===== src/rtl/neuron_train_sequencer.sv =====
// Training controller for one neuron_learn instance: randomizes the neuron,
// streams samples from an external memory, accumulates per-sample absolute
// error and repeats epochs until the error meets a threshold or a limit hits.
module neuron_train_sequencer #(
    parameter int N           = 16,
    parameter int W           = 8,
    parameter int AW          = 8,
    parameter int EW          = 16,
    parameter int RAND_CYCLES = 4,
    parameter int SETTLE      = 2
) (
    input  logic            clk,
    input  logic            rst_n,
    input  logic            start,
    input  logic            abort,
    input  logic [AW-1:0]   num_samples,
    input  logic [15:0]     max_epochs,
    input  logic [EW-1:0]   err_threshold,
    output logic            mem_rd,
    output logic [AW-1:0]   mem_addr,
    input  logic [N*W-1:0]  mem_in_data,
    input  logic [W-1:0]    mem_exp_data,
    output logic            nrn_valid,
    output logic            nrn_learn,
    output logic            nrn_trigger,
    output logic [N*W-1:0]  nrn_in,
    output logic [W-1:0]    nrn_expected,
    input  logic [W-1:0]    nrn_out,
    output logic            busy,
    output logic            done,
    output logic            converged,
    output logic [15:0]     epoch_count,
    output logic [EW-1:0]   epoch_err
);

    localparam int CW = 16;

    typedef enum logic [2:0] {
        S_IDLE, S_RAND, S_FETCH, S_LOAD, S_SETTLE, S_LEARN, S_EPEND, S_DONE
    } state_t;

    state_t          state_q, state_d;
    logic [CW-1:0]   cnt_q;
    logic [AW-1:0]   idx_q;
    logic [AW-1:0]   nsamp_q;
    logic [15:0]     maxep_q;
    logic [EW-1:0]   thr_q;
    logic [EW-1:0]   acc_q;
    logic [15:0]     epoch_count_q;
    logic [EW-1:0]   epoch_err_q;
    logic            conv_q;
    logic            valid_q;
    logic            learn_q;
    logic            trig_q;
    logic [N*W-1:0]  in_q;
    logic [W-1:0]    exp_q;

    logic            rand_last;
    logic            settle_last;
    logic            last_epoch;
    logic [15:0]     eff_max;

    // Unsigned magnitude of the difference between two W-bit values.
    function automatic logic [W-1:0] abs_diff(input logic [W-1:0] a, input logic [W-1:0] b);
        return (a >= b) ? (a - b) : (b - a);
    endfunction

    // Accumulate one error term, clamping at the all-ones accumulator value.
    function automatic logic [EW-1:0] sat_add(input logic [EW-1:0] acc, input logic [W-1:0] e);
        logic [EW:0] s;
        s = {1'b0, acc} + (EW+1)'(e);
        return s[EW] ? {EW{1'b1}} : s[EW-1:0];
    endfunction

    assign rand_last   = (cnt_q == CW'(RAND_CYCLES - 1));
    assign settle_last = (cnt_q == CW'(SETTLE - 1));
    assign eff_max     = (maxep_q == 16'd0) ? 16'd1 : maxep_q;
    assign last_epoch  = ({1'b0, epoch_count_q} + 17'd1) >= {1'b0, eff_max};

    assign mem_addr     = idx_q;
    assign nrn_valid    = valid_q;
    assign nrn_learn    = learn_q;
    assign nrn_trigger  = trig_q;
    assign nrn_in       = in_q;
    assign nrn_expected = exp_q;
    assign converged    = conv_q;
    assign epoch_count  = epoch_count_q;
    assign epoch_err    = epoch_err_q;

    // State register.
    always_ff @(posedge clk or negedge rst_n) begin
        if (!rst_n) state_q <= S_IDLE;
        else        state_q <= state_d;
    end

    // Next-state selection and state-decoded strobes; abort overrides everything.
    always_comb begin
        state_d = state_q;
        mem_rd  = 1'b0;
        busy    = (state_q != S_IDLE);
        done    = (state_q == S_DONE);
        case (state_q)
            S_IDLE:   if (start) state_d = S_RAND;
            S_RAND:   if (rand_last) state_d = (nsamp_q == '0) ? S_EPEND : S_FETCH;
            S_FETCH: begin
                mem_rd  = 1'b1;
                state_d = S_LOAD;
            end
            S_LOAD:   state_d = S_SETTLE;
            S_SETTLE: if (settle_last) state_d = S_LEARN;
            S_LEARN:  state_d = (idx_q == nsamp_q - AW'(1)) ? S_EPEND : S_FETCH;
            S_EPEND:  state_d = ((acc_q <= thr_q) || last_epoch) ? S_DONE : S_FETCH;
            S_DONE:   state_d = S_IDLE;
            default:  state_d = S_IDLE;
        endcase
        if (abort) state_d = S_IDLE;
    end

    // Run bookkeeping, error accumulation and neuron control/data registers.
    always_ff @(posedge clk or negedge rst_n) begin
        if (!rst_n) begin
            cnt_q         <= '0;
            idx_q         <= '0;
            nsamp_q       <= '0;
            maxep_q       <= '0;
            thr_q         <= '0;
            acc_q         <= '0;
            epoch_count_q <= '0;
            epoch_err_q   <= '0;
            conv_q        <= 1'b0;
            valid_q       <= 1'b0;
            learn_q       <= 1'b0;
            trig_q        <= 1'b0;
            in_q          <= '0;
            exp_q         <= '0;
        end else begin
            cnt_q   <= (state_d != state_q) ? '0 : cnt_q + CW'(1);
            learn_q <= (state_d == S_LEARN);
            if (state_d inside {S_RAND, S_LOAD, S_LEARN}) trig_q <= ~trig_q;
            if (state_q == S_IDLE && state_d == S_RAND) begin
                nsamp_q       <= num_samples;
                maxep_q       <= max_epochs;
                thr_q         <= err_threshold;
                epoch_count_q <= '0;
                conv_q        <= 1'b0;
                acc_q         <= '0;
                idx_q         <= '0;
                valid_q       <= 1'b0;
            end
            if (state_d == S_LOAD) valid_q <= 1'b1;
            if (state_q == S_LOAD && state_d == S_SETTLE) begin
                in_q  <= mem_in_data;
                exp_q <= mem_exp_data;
            end
            // Error is taken before the learn cycle, i.e. on pre-update parameters.
            if (state_q == S_SETTLE && state_d == S_LEARN)
                acc_q <= sat_add(acc_q, abs_diff(exp_q, nrn_out));
            if (state_q == S_LEARN && state_d == S_FETCH) idx_q <= idx_q + AW'(1);
            if (state_q == S_EPEND && state_d != S_IDLE) begin
                epoch_count_q <= epoch_count_q + 16'd1;
                epoch_err_q   <= acc_q;
                if (acc_q <= thr_q) conv_q <= 1'b1;
                if (state_d == S_FETCH) begin
                    acc_q <= '0;
                    idx_q <= '0;
                end
            end
            if (abort && state_q != S_IDLE) begin
                conv_q  <= 1'b0;
                valid_q <= 1'b0;
            end
        end
    end

endmodule


===== config.mk =====
export PLATFORM = sky130hd
export DESIGN_NAME = neuron_train_sequencer
export DESIGN_NICKNAME = d
export VERILOG_FILES = /design/src/rtl/neuron_train_sequencer.sv
export SDC_FILE = /design/constraint.sdc
export NUM_CORES = 1
export LEC_CHECK = 0
export ABC_AREA = 0
export CELL_PAD_IN_SITES_DETAIL_PLACEMENT = 0
export CELL_PAD_IN_SITES_GLOBAL_PLACEMENT = 2
export CORE_MARGIN = 2
export CORE_UTILIZATION = 25
export DETAILED_ROUTE_END_ITERATION = 8
export HOLD_SLACK_MARGIN = 0.08
export PLACE_DENSITY = 0.74
export SLEW_MARGIN = 0
export SYNTH_ARGS = -nofsm -noshare
export SYNTH_HDL_FRONTEND = slang
export SYNTH_SLANG_ARGS = --single-unit

===== constraint.sdc =====
create_clock -name clk -period 3.8 [get_ports clk]
set_input_delay 0.76 -clock clk [delete_from_list [all_inputs] [get_ports clk]]
set_output_delay 0.76 -clock clk [all_outputs]
set_load 0.005 [all_outputs]

# After elaboration in Yosys (flattened, before gate mapping)
# Index checks and enable logic that the tools add are counted.
[classes] bitwise=1 n_addsub=8 muxes=30 n_reduce_logical=15 eq_ne=16 magnitude_cmp=3
[op_table] operator="16-bit 2-to-1 mux" n=9
[op_table] operator="8-bit 2-to-1 mux" n=5
[op_table] operator="16-bit by 1-bit adder with 16-bit output (second input constant)" n=2
[op_table] operator="3-bit case mux with 8 select lines" n=1
[op_table] operator="3-bit 2-to-1 mux" n=7
[op_table] operator="3-bit equality test (second input constant)" n=6
[op_table] operator="16-bit by 1-bit adder with 17-bit output (second input constant)" n=1
[op_table] operator="16-bit by 8-bit adder with 17-bit output" n=1
[op_table] operator="17-bit by 16-bit greater-or-equal comparator with 1-bit output" n=1
[op_table] operator="16-bit by 1-bit equality test with 1-bit output (second input constant)" n=1
[op_table] operator="16-bit by 2-bit equality test with 1-bit output (second input constant)" n=1
[op_table] operator="16-bit less-or-equal comparator" n=1
[op_table] operator="16-bit logical NOT" n=1
[op_table] operator="8-bit subtractor" n=2
[op_table] operator="3-bit by 2-bit equality test with 1-bit output (second input constant)" n=4
[op_table] operator="3-bit nonzero test" n=4
[op_table] operator="8-bit by 1-bit adder with 8-bit output (second input constant)" n=1
[op_table] operator="8-bit equality test" n=1
[op_table] operator="8-bit greater-or-equal comparator" n=1
[op_table] operator="8-bit logical NOT" n=1
[op_table] operator="1-bit 2-to-1 mux" n=8
[op_table] operator="8-bit by 1-bit subtractor with 8-bit output (second input constant)" n=1
[op_table] operator="3-bit by 1-bit equality test with 1-bit output (second input constant)" n=2
[op_table] operator="1-bit logical AND" n=6
[op_table] operator="5 further kinds" n=5
[totals] inputBits=188 register_bits=255 out_inout_bits=183 elab_cells=88

# Longest topological paths before layout
[logic_depth] word_depth=13 mapped_depth=19 depth_no_buf=19

# Worst setup path before layout
# OpenSTA, ideal clock, no wires.
[synth_path] path_type="input to register" from="input port nrn_out[3]" to="register acc_q[15]" setup_slack_ns=-0.671 setup_ns=0.129 required_ns=3.671 stages=16 arrival_ns=4.342 path_buffers=1 path_cell_list="ha_1 > clkbuf_1 > a21oi_1 > nand2_1 > o21ai_0 > a21oi_1 > mux2_2 > fa_1 > a21o_1 > a21oi_1 > nor2b_1 > o31ai_1 > a21oi_1 > a21boi_0 > and3_1 > nor3_1"
[synth_via] elab_chain_cells=7 word_cells_on_any_way=9 classes_between="add/sub: 3; order compare: 1; mux: 5"
[synth_lines] element="start: declaration" line="28" source="input logic [W-1:0] nrn_out,"
[synth_lines] element="8-bit subtractor or 8-bit greater-or-equal comparator (tied branches)" line="65" source="return (a >= b) ? (a - b) : (b - a);"
[synth_lines] element="8-bit 2-to-1 mux (*)" line="65"
[synth_lines] element="16-bit by 8-bit adder with 17-bit output (*)" line="71" source="s = {1'b0, acc} + (EW+1)'(e);"
[synth_lines] element="16-bit 2-to-1 mux (*)" line="72" source="return s[EW] ? {EW{1'b1}} : s[EW-1:0];"
[synth_lines] element="16-bit 2-to-1 mux (*)" line="156" source="if (state_q == S_SETTLE && state_d == S_LEARN)"
[synth_lines] element="16-bit 2-to-1 mux" line="163" source="if (state_d == S_FETCH) begin"
[synth_lines] element="16-bit 2-to-1 mux (*)" line="159" source="if (state_q == S_EPEND && state_d != S_IDLE) begin"
[synth_lines] element="end signal: assignment" line="157" source="acc_q <= sat_add(acc_q, abs_diff(exp_q, nrn_out));"
[synth_lines] element="end: declaration" line="48" source="logic [EW-1:0] acc_q;"
# Every way passes the cells marked *; elsewhere a longest branch is shown, timed or not.
# A chain may end at the register's enable or synchronous reset.

# Worst setup path in the final report
[layout_path] from="input port nrn_out[5]" to="register acc_q[15]"
# The elaborated chain is that of the path after synthesis.

==> impl.org <==
** Yosys
- Share of async-settable or async-resettable flops after synthesis :: 1.00
- Number of synthesis warnings :: 0
- Syn Nets :: 1340
- Each instance of the synthesized netlist takes up on average 11.6 µm².
- After synthesis, the largest family of logic cells by area is multiplexers.
- Post-synth top flop :: sky130_fd_sc_hd__dfrtp_1
- The cell area that synthesis handed to floorplanning was around 0.013 mm².
- Of the total synthesized cell area, the portion taken by AND, OR, NAND and NOR gates is 0.112.
- Parity-gate share of the synthesized area counting xor and xnor cells :: 0.0353
- EDFF count, synth :: 0
- Multiplexer share of the synthesized area :: 0.173
- Register area share after synthesis :: 0.505
- Synthesis produced 1088 cells.
- Synth Area in Adders :: 0.0651
- Count of state elements after synthesis :: 255
- Distinct cell type count after synthesis :: 62
- The fraction of the mapped netlist area in compound gates was 0.0749.

** Worst setup path
- In this run the worst path has a maximum fanout of 5.
- Max stage delay cell, worst path :: sky130_fd_sc_hd__clkdlybuf4s50_1
- Worst Setup End Kind :: flip-flop
- Arrival @ worst endpoint :: 4.22 ns
- STA classifies the critical path startpoint as an input port.
- Data required time at the worst endpoint :: roughly 4.2 ns
- Critical-path cell list :: clkdlybuf4s50_1 > ha_1 > o21ai_0 > nand2_1 > o21ai_4 > a21oi_4 > buf_4 > mux2_4 > fa_2 > a21o_1 > a21oi_2 > nor2b_2 > o31ai_4 > buf_12 > a21oi_4 > buf_12 > a21boi_4 > and3_4 > nor3_2
- Delay of the slowest cell on the worst path :: 0.43 ns
- Classification of the worst setup path :: in -> reg

** Detailed routing
- The highest metal layer carrying signal wires in the routed design is met5.
- Length of routed wiring on met1 :: between 15000 and 20000 µm
- Dividing the detail-routed wire length by the instance count gives 18.8 µm.
- Met3 wire len :: 4060 µm
- Number of design rule violations left after detail routing :: 0
- Before antenna repair, the detailed router went through 5 iterations.
- Total via count after detailed routing :: between 10k and 15k
- In this run, the number of DRC markers left after iteration 0 of detailed routing was about 460.
- Post-detailed-route via-to-cell ratio :: between 4 and 5
- Number of routed nets with antenna violations :: 0
- After detailed routing, the met2 layer carries 20500 µm of wire.
- Aggregate routed wire length :: 43400 µm

** Clocking
- Maximum clock insertion buffer count :: 3
- Clock tree synthesis inserted a total of 34 buffers.
- Clock transition at path regs :: 0.05 ns
- Clock latency on the worst-skew pair, taken at its later pin, is 0.54 ns.
- The clock drives 255 sinks.
- Clock tree from TritonCTS :: built
- Clock Root Buffer :: sky130_fd_sc_hd__clkbuf_16
- Number of H-tree levels :: 2

** Final layout
- The final layout contains 1863 nets.
- Antenna fix cells :: 0
- Excluding fillers, the count of instances in the completed layout stands at around 2.3k.
- Layout Area Growth over Synthesis :: 61.6%
- Post-route cell area :: 0.0204 mm²
- Fraction of layout cells with a size suffix above 1 :: 0.283
- Fill cells :: 4886

** Timing
- In the finished design, the share of the clock period the worst path needs comes to 1.01.
- Minimum clock period :: roughly 3.8 ns
- Worst setup margin :: -0.0268 ns
- For the pin with the worst max-slew slack, the measured transition is approximately 1.2 ns.
- Final hold analysis gives a worst-case slack of 0.146 ns.
- Clock skew on the completed layout was measured at about 0.022 ns.
- The number of endpoints with negative hold slack in the final report is 0.
- Upper clock frequency limit :: 261 MHz
- Max-slew violations :: 0
- Setup violations remaining at the end of the flow were counted as 1.
- Worst max-slew margin expressed relative to the limit :: 0.174
- Post-Route Setup TNS :: -0.0268 ns
- Setup repair after global routing could not meet its margin everywhere.

** Pwr
- Total design power :: around 7.3 mW
- The internal portion of the total power is between 5 and 6 mW.
- Psw :: 1.93 mW
- Combinational fraction of design power :: 0.152
- In this run the static leakage power is ~9.8 nW.
- Clock network fraction of design power :: 0.433
- Power density over cell area :: 359 mW/mm²
- Largest vdd supply drop :: 0.373 mV
- Of the total power, the share spent switching nets is 0.263.
- The share of total power dissipated in sequential elements is 0.415.

** GRT
- Entering global routing, the biggest net connects approximately 70 pins.
- The via count of the first global-routing pass is 11.1k.
- Number of antenna violations at the first check in global routing :: 6
- First-pass GRT wire length :: 64600 µm
- Across every metal layer, demand over resource in global routing totals 0.158.
- Total grt overflow :: 0

** Run status
- Run status :: finished with violations
- Violations in the final reports :: negative setup slack

** Die
- Number of top-level design ports :: between 300 and 400
- Core Area :: 0.0501 mm²
- Area of the die :: 0.0524 mm²
- Standard-cell row count :: 82
- Die boundary height :: 229 µm
- From left edge to right edge, the die measures 229 µm.
- The initial utilization of the core area, before any placement, comes to 0.252.

** Run
- The tool flagged a number of max-cap violations equal to 0.

** Hold path
- Min-Delay Path Class :: in -> async

** Place
- At the end of routability-driven placement, the weighted congestion stood at roughly 0.83.
- Once placement completed, the tool counted placed cells totaling 2203.
- The HPWL after detailed placement is just over 30000 µm.
- In this run the cell area measured after placement is 0.0180 mm².
- Buffers placed on the I/O ports in this run total 370.
[power groups by stage]
| stage | sequential (mW) | combinational (mW) | clock (mW) |
|---|---|---|---|
| after floorplan | 3.04 | 0.555 | 0 |
| after global placement | 3.08 | 1.05 | 0 |
| after detailed placement | 3.08 | 1.07 | 0 |
| after CTS | 3.04 | 1.10 | 3.31 |
| after global routing | 3.06 | 1.24 | 3.40 |
| final | 3.04 | 1.12 | 3.17 |
[critical path: cells and delay by family]
kind	cells	cell delay (ns)
AND/OR/NAND/NOR	4	0.44
buffers and inverters	4	0.87
adder cells (fa/ha/maj)	2	0.64
AO/OA/AOI/OAI	8	1.19
multiplexers	1	0.30
[final timing paths]
| path | startpoint | end | slack [ns] | cells after the start |
|---|---|---|---|---|
| worst max-delay path | nrn_out[5] | acc_q[15]$_DFF_PN0_ | -0.03 | 19 |
| worst min-delay path | rst_n | nsamp_q[5]$_DFFE_PN0P_ | 0.15 | 1 |
| worst max register to register | epoch_count[4]$_DFFE_PN0P_ | nrn_in[109]$_DFFE_PN0P_ | 0.03 | 16 |
| worst min register to register | epoch_err[8]$_DFFE_PN0P_ | epoch_err[8]$_DFFE_PN0P_ | 0.47 | 2 |
| max in group asynchronous | rst_n | maxep_q[5]$_DFFE_PN0P_ | 2.78 | 2 |
| min in group clk | epoch_err[8]$_DFFE_PN0P_ | epoch_err[8]$_DFFE_PN0P_ | 0.47 | 2 |
[cells by family after synthesis]
kind of cell | count (synthesis)
AOI/OAI and AO/OA | 141
xor gates and xnor gates | 51
adders and majority gates | 64
buffers and inverters | 102
DFF | 255
muxes | 181
and+or+nand+nor | 294
[flip-flops by register name (all words and copies together), names as in the netlist]
register and cells:
nrn_learn 1, maxep_q 16, cnt_q 16, nsamp_q 8, state_q 3, nrn_trigger 1, nrn_valid 1, converged 1
nrn_expected 8, thr_q 16, nrn_in 128, epoch_count 16, epoch_err 16, acc_q 16, mem_addr 8
[placed cells by master, fill, tap and decap left out, types with 5 or more instances in the layout]
cell                              count
sky130_fd_sc_hd__a21boi_0             5
sky130_fd_sc_hd__a21o_1              12
sky130_fd_sc_hd__a21oi_1             24
sky130_fd_sc_hd__a21oi_2              6
sky130_fd_sc_hd__a31oi_1              8
sky130_fd_sc_hd__and2_1               6
sky130_fd_sc_hd__and3_1              20
sky130_fd_sc_hd__buf_12              13
sky130_fd_sc_hd__buf_4              116
sky130_fd_sc_hd__buf_6               12
sky130_fd_sc_hd__buf_8                5
sky130_fd_sc_hd__clkbuf_1             7
sky130_fd_sc_hd__clkbuf_16           42
sky130_fd_sc_hd__clkbuf_8             8
sky130_fd_sc_hd__clkdlybuf4s50_1    365
sky130_fd_sc_hd__dfrtp_1            254
sky130_fd_sc_hd__ha_1                55
sky130_fd_sc_hd__inv_1               61
sky130_fd_sc_hd__mux2_2              47
sky130_fd_sc_hd__mux2_4             131
sky130_fd_sc_hd__nand2_1             98
sky130_fd_sc_hd__nand3_1             40
sky130_fd_sc_hd__nand3b_1             6
sky130_fd_sc_hd__nand4_1             11
sky130_fd_sc_hd__nor2_1              49
sky130_fd_sc_hd__nor2b_1              5
sky130_fd_sc_hd__nor3_1               9
sky130_fd_sc_hd__nor4_1               7
sky130_fd_sc_hd__o21ai_0             28
sky130_fd_sc_hd__xnor2_1             25
sky130_fd_sc_hd__xor2_1              20
[repair_timing]
item,CTS,global route
pin swaps,28,37
endpoints found under the setup margin,152,152
hold buffers,0,0
setup buffers,17,15
gates cloned,3,10
resized for setup,38,146
[cells in the mapped netlist, types with 4 or more instances]
cell type	n	share of area
sky130_fd_sc_hd__dfrtp_1	255	0.50
sky130_fd_sc_hd__mux2_2	138	0.12
sky130_fd_sc_hd__nand2_1	102	0.030
sky130_fd_sc_hd__inv_1	62	0.018
sky130_fd_sc_hd__ha_1	61	0.060
sky130_fd_sc_hd__nor2_1	55	0.016
sky130_fd_sc_hd__nand3_1	45	0.018
sky130_fd_sc_hd__mux2_4	40	0.048
sky130_fd_sc_hd__a21oi_1	32	0.013
sky130_fd_sc_hd__o21ai_0	31	0.012
sky130_fd_sc_hd__xnor2_1	29	0.020
sky130_fd_sc_hd__and3_1	24	0.012
sky130_fd_sc_hd__xor2_1	22	0.015
sky130_fd_sc_hd__clkbuf_1	18	0.0053
sky130_fd_sc_hd__buf_2	14	0.0055
sky130_fd_sc_hd__a21o_1	13	0.0077
sky130_fd_sc_hd__nor3_1	13	0.0051
sky130_fd_sc_hd__nand4_1	11	0.0054
sky130_fd_sc_hd__a21boi_0	10	0.0059
sky130_fd_sc_hd__a31oi_1	9	0.0045
sky130_fd_sc_hd__nor2b_1	8	0.0040
sky130_fd_sc_hd__nor4_1	7	0.0035
sky130_fd_sc_hd__and2_1	6	0.0030
sky130_fd_sc_hd__nand3b_1	6	0.0036
sky130_fd_sc_hd__a211oi_1	5	0.0030
sky130_fd_sc_hd__buf_6	5	0.0045
sky130_fd_sc_hd__o31ai_1	5	0.0030
sky130_fd_sc_hd__a311oi_1	4	0.0028
sky130_fd_sc_hd__o211ai_1	4	0.0024
sky130_fd_sc_hd__o21a_1	4	0.0024
sky130_fd_sc_hd__or3_1	4	0.0020
[stage by stage]
stage	util	setup slack, ns
final	0.408	-0.0268
after global placement	0.360	-0.786
after floorplan	-	-0.0846
after detailed placement	0.360	-0.887
after CTS	0.390	-0.0374
after global routing	0.408	-0.161
[layer usage]
| metal | up-vias | global-route usage |
|---|---|---|
| li1 | 4865 | - |
| met3 | 69 | 0.0641 |
| met4 | 12 | 0.0461 |
| met5 | - | 0 |
| met1 | 5060 | 0.189 |
| met2 | 327 | 0.260 |
[final cells by class]
cell class                 instances  area [µm²]  area share
clock buffer                      49         987      0.0483
clock inverter                    11         111     0.00545
inverter                          63         236      0.0116
multi-input combinational        732        6590       0.322
sequential                       255        6380       0.312
tap                              672         841      0.0412
timing repair buffer             525        5290       0.259
(Power assumes the default switching activity.)
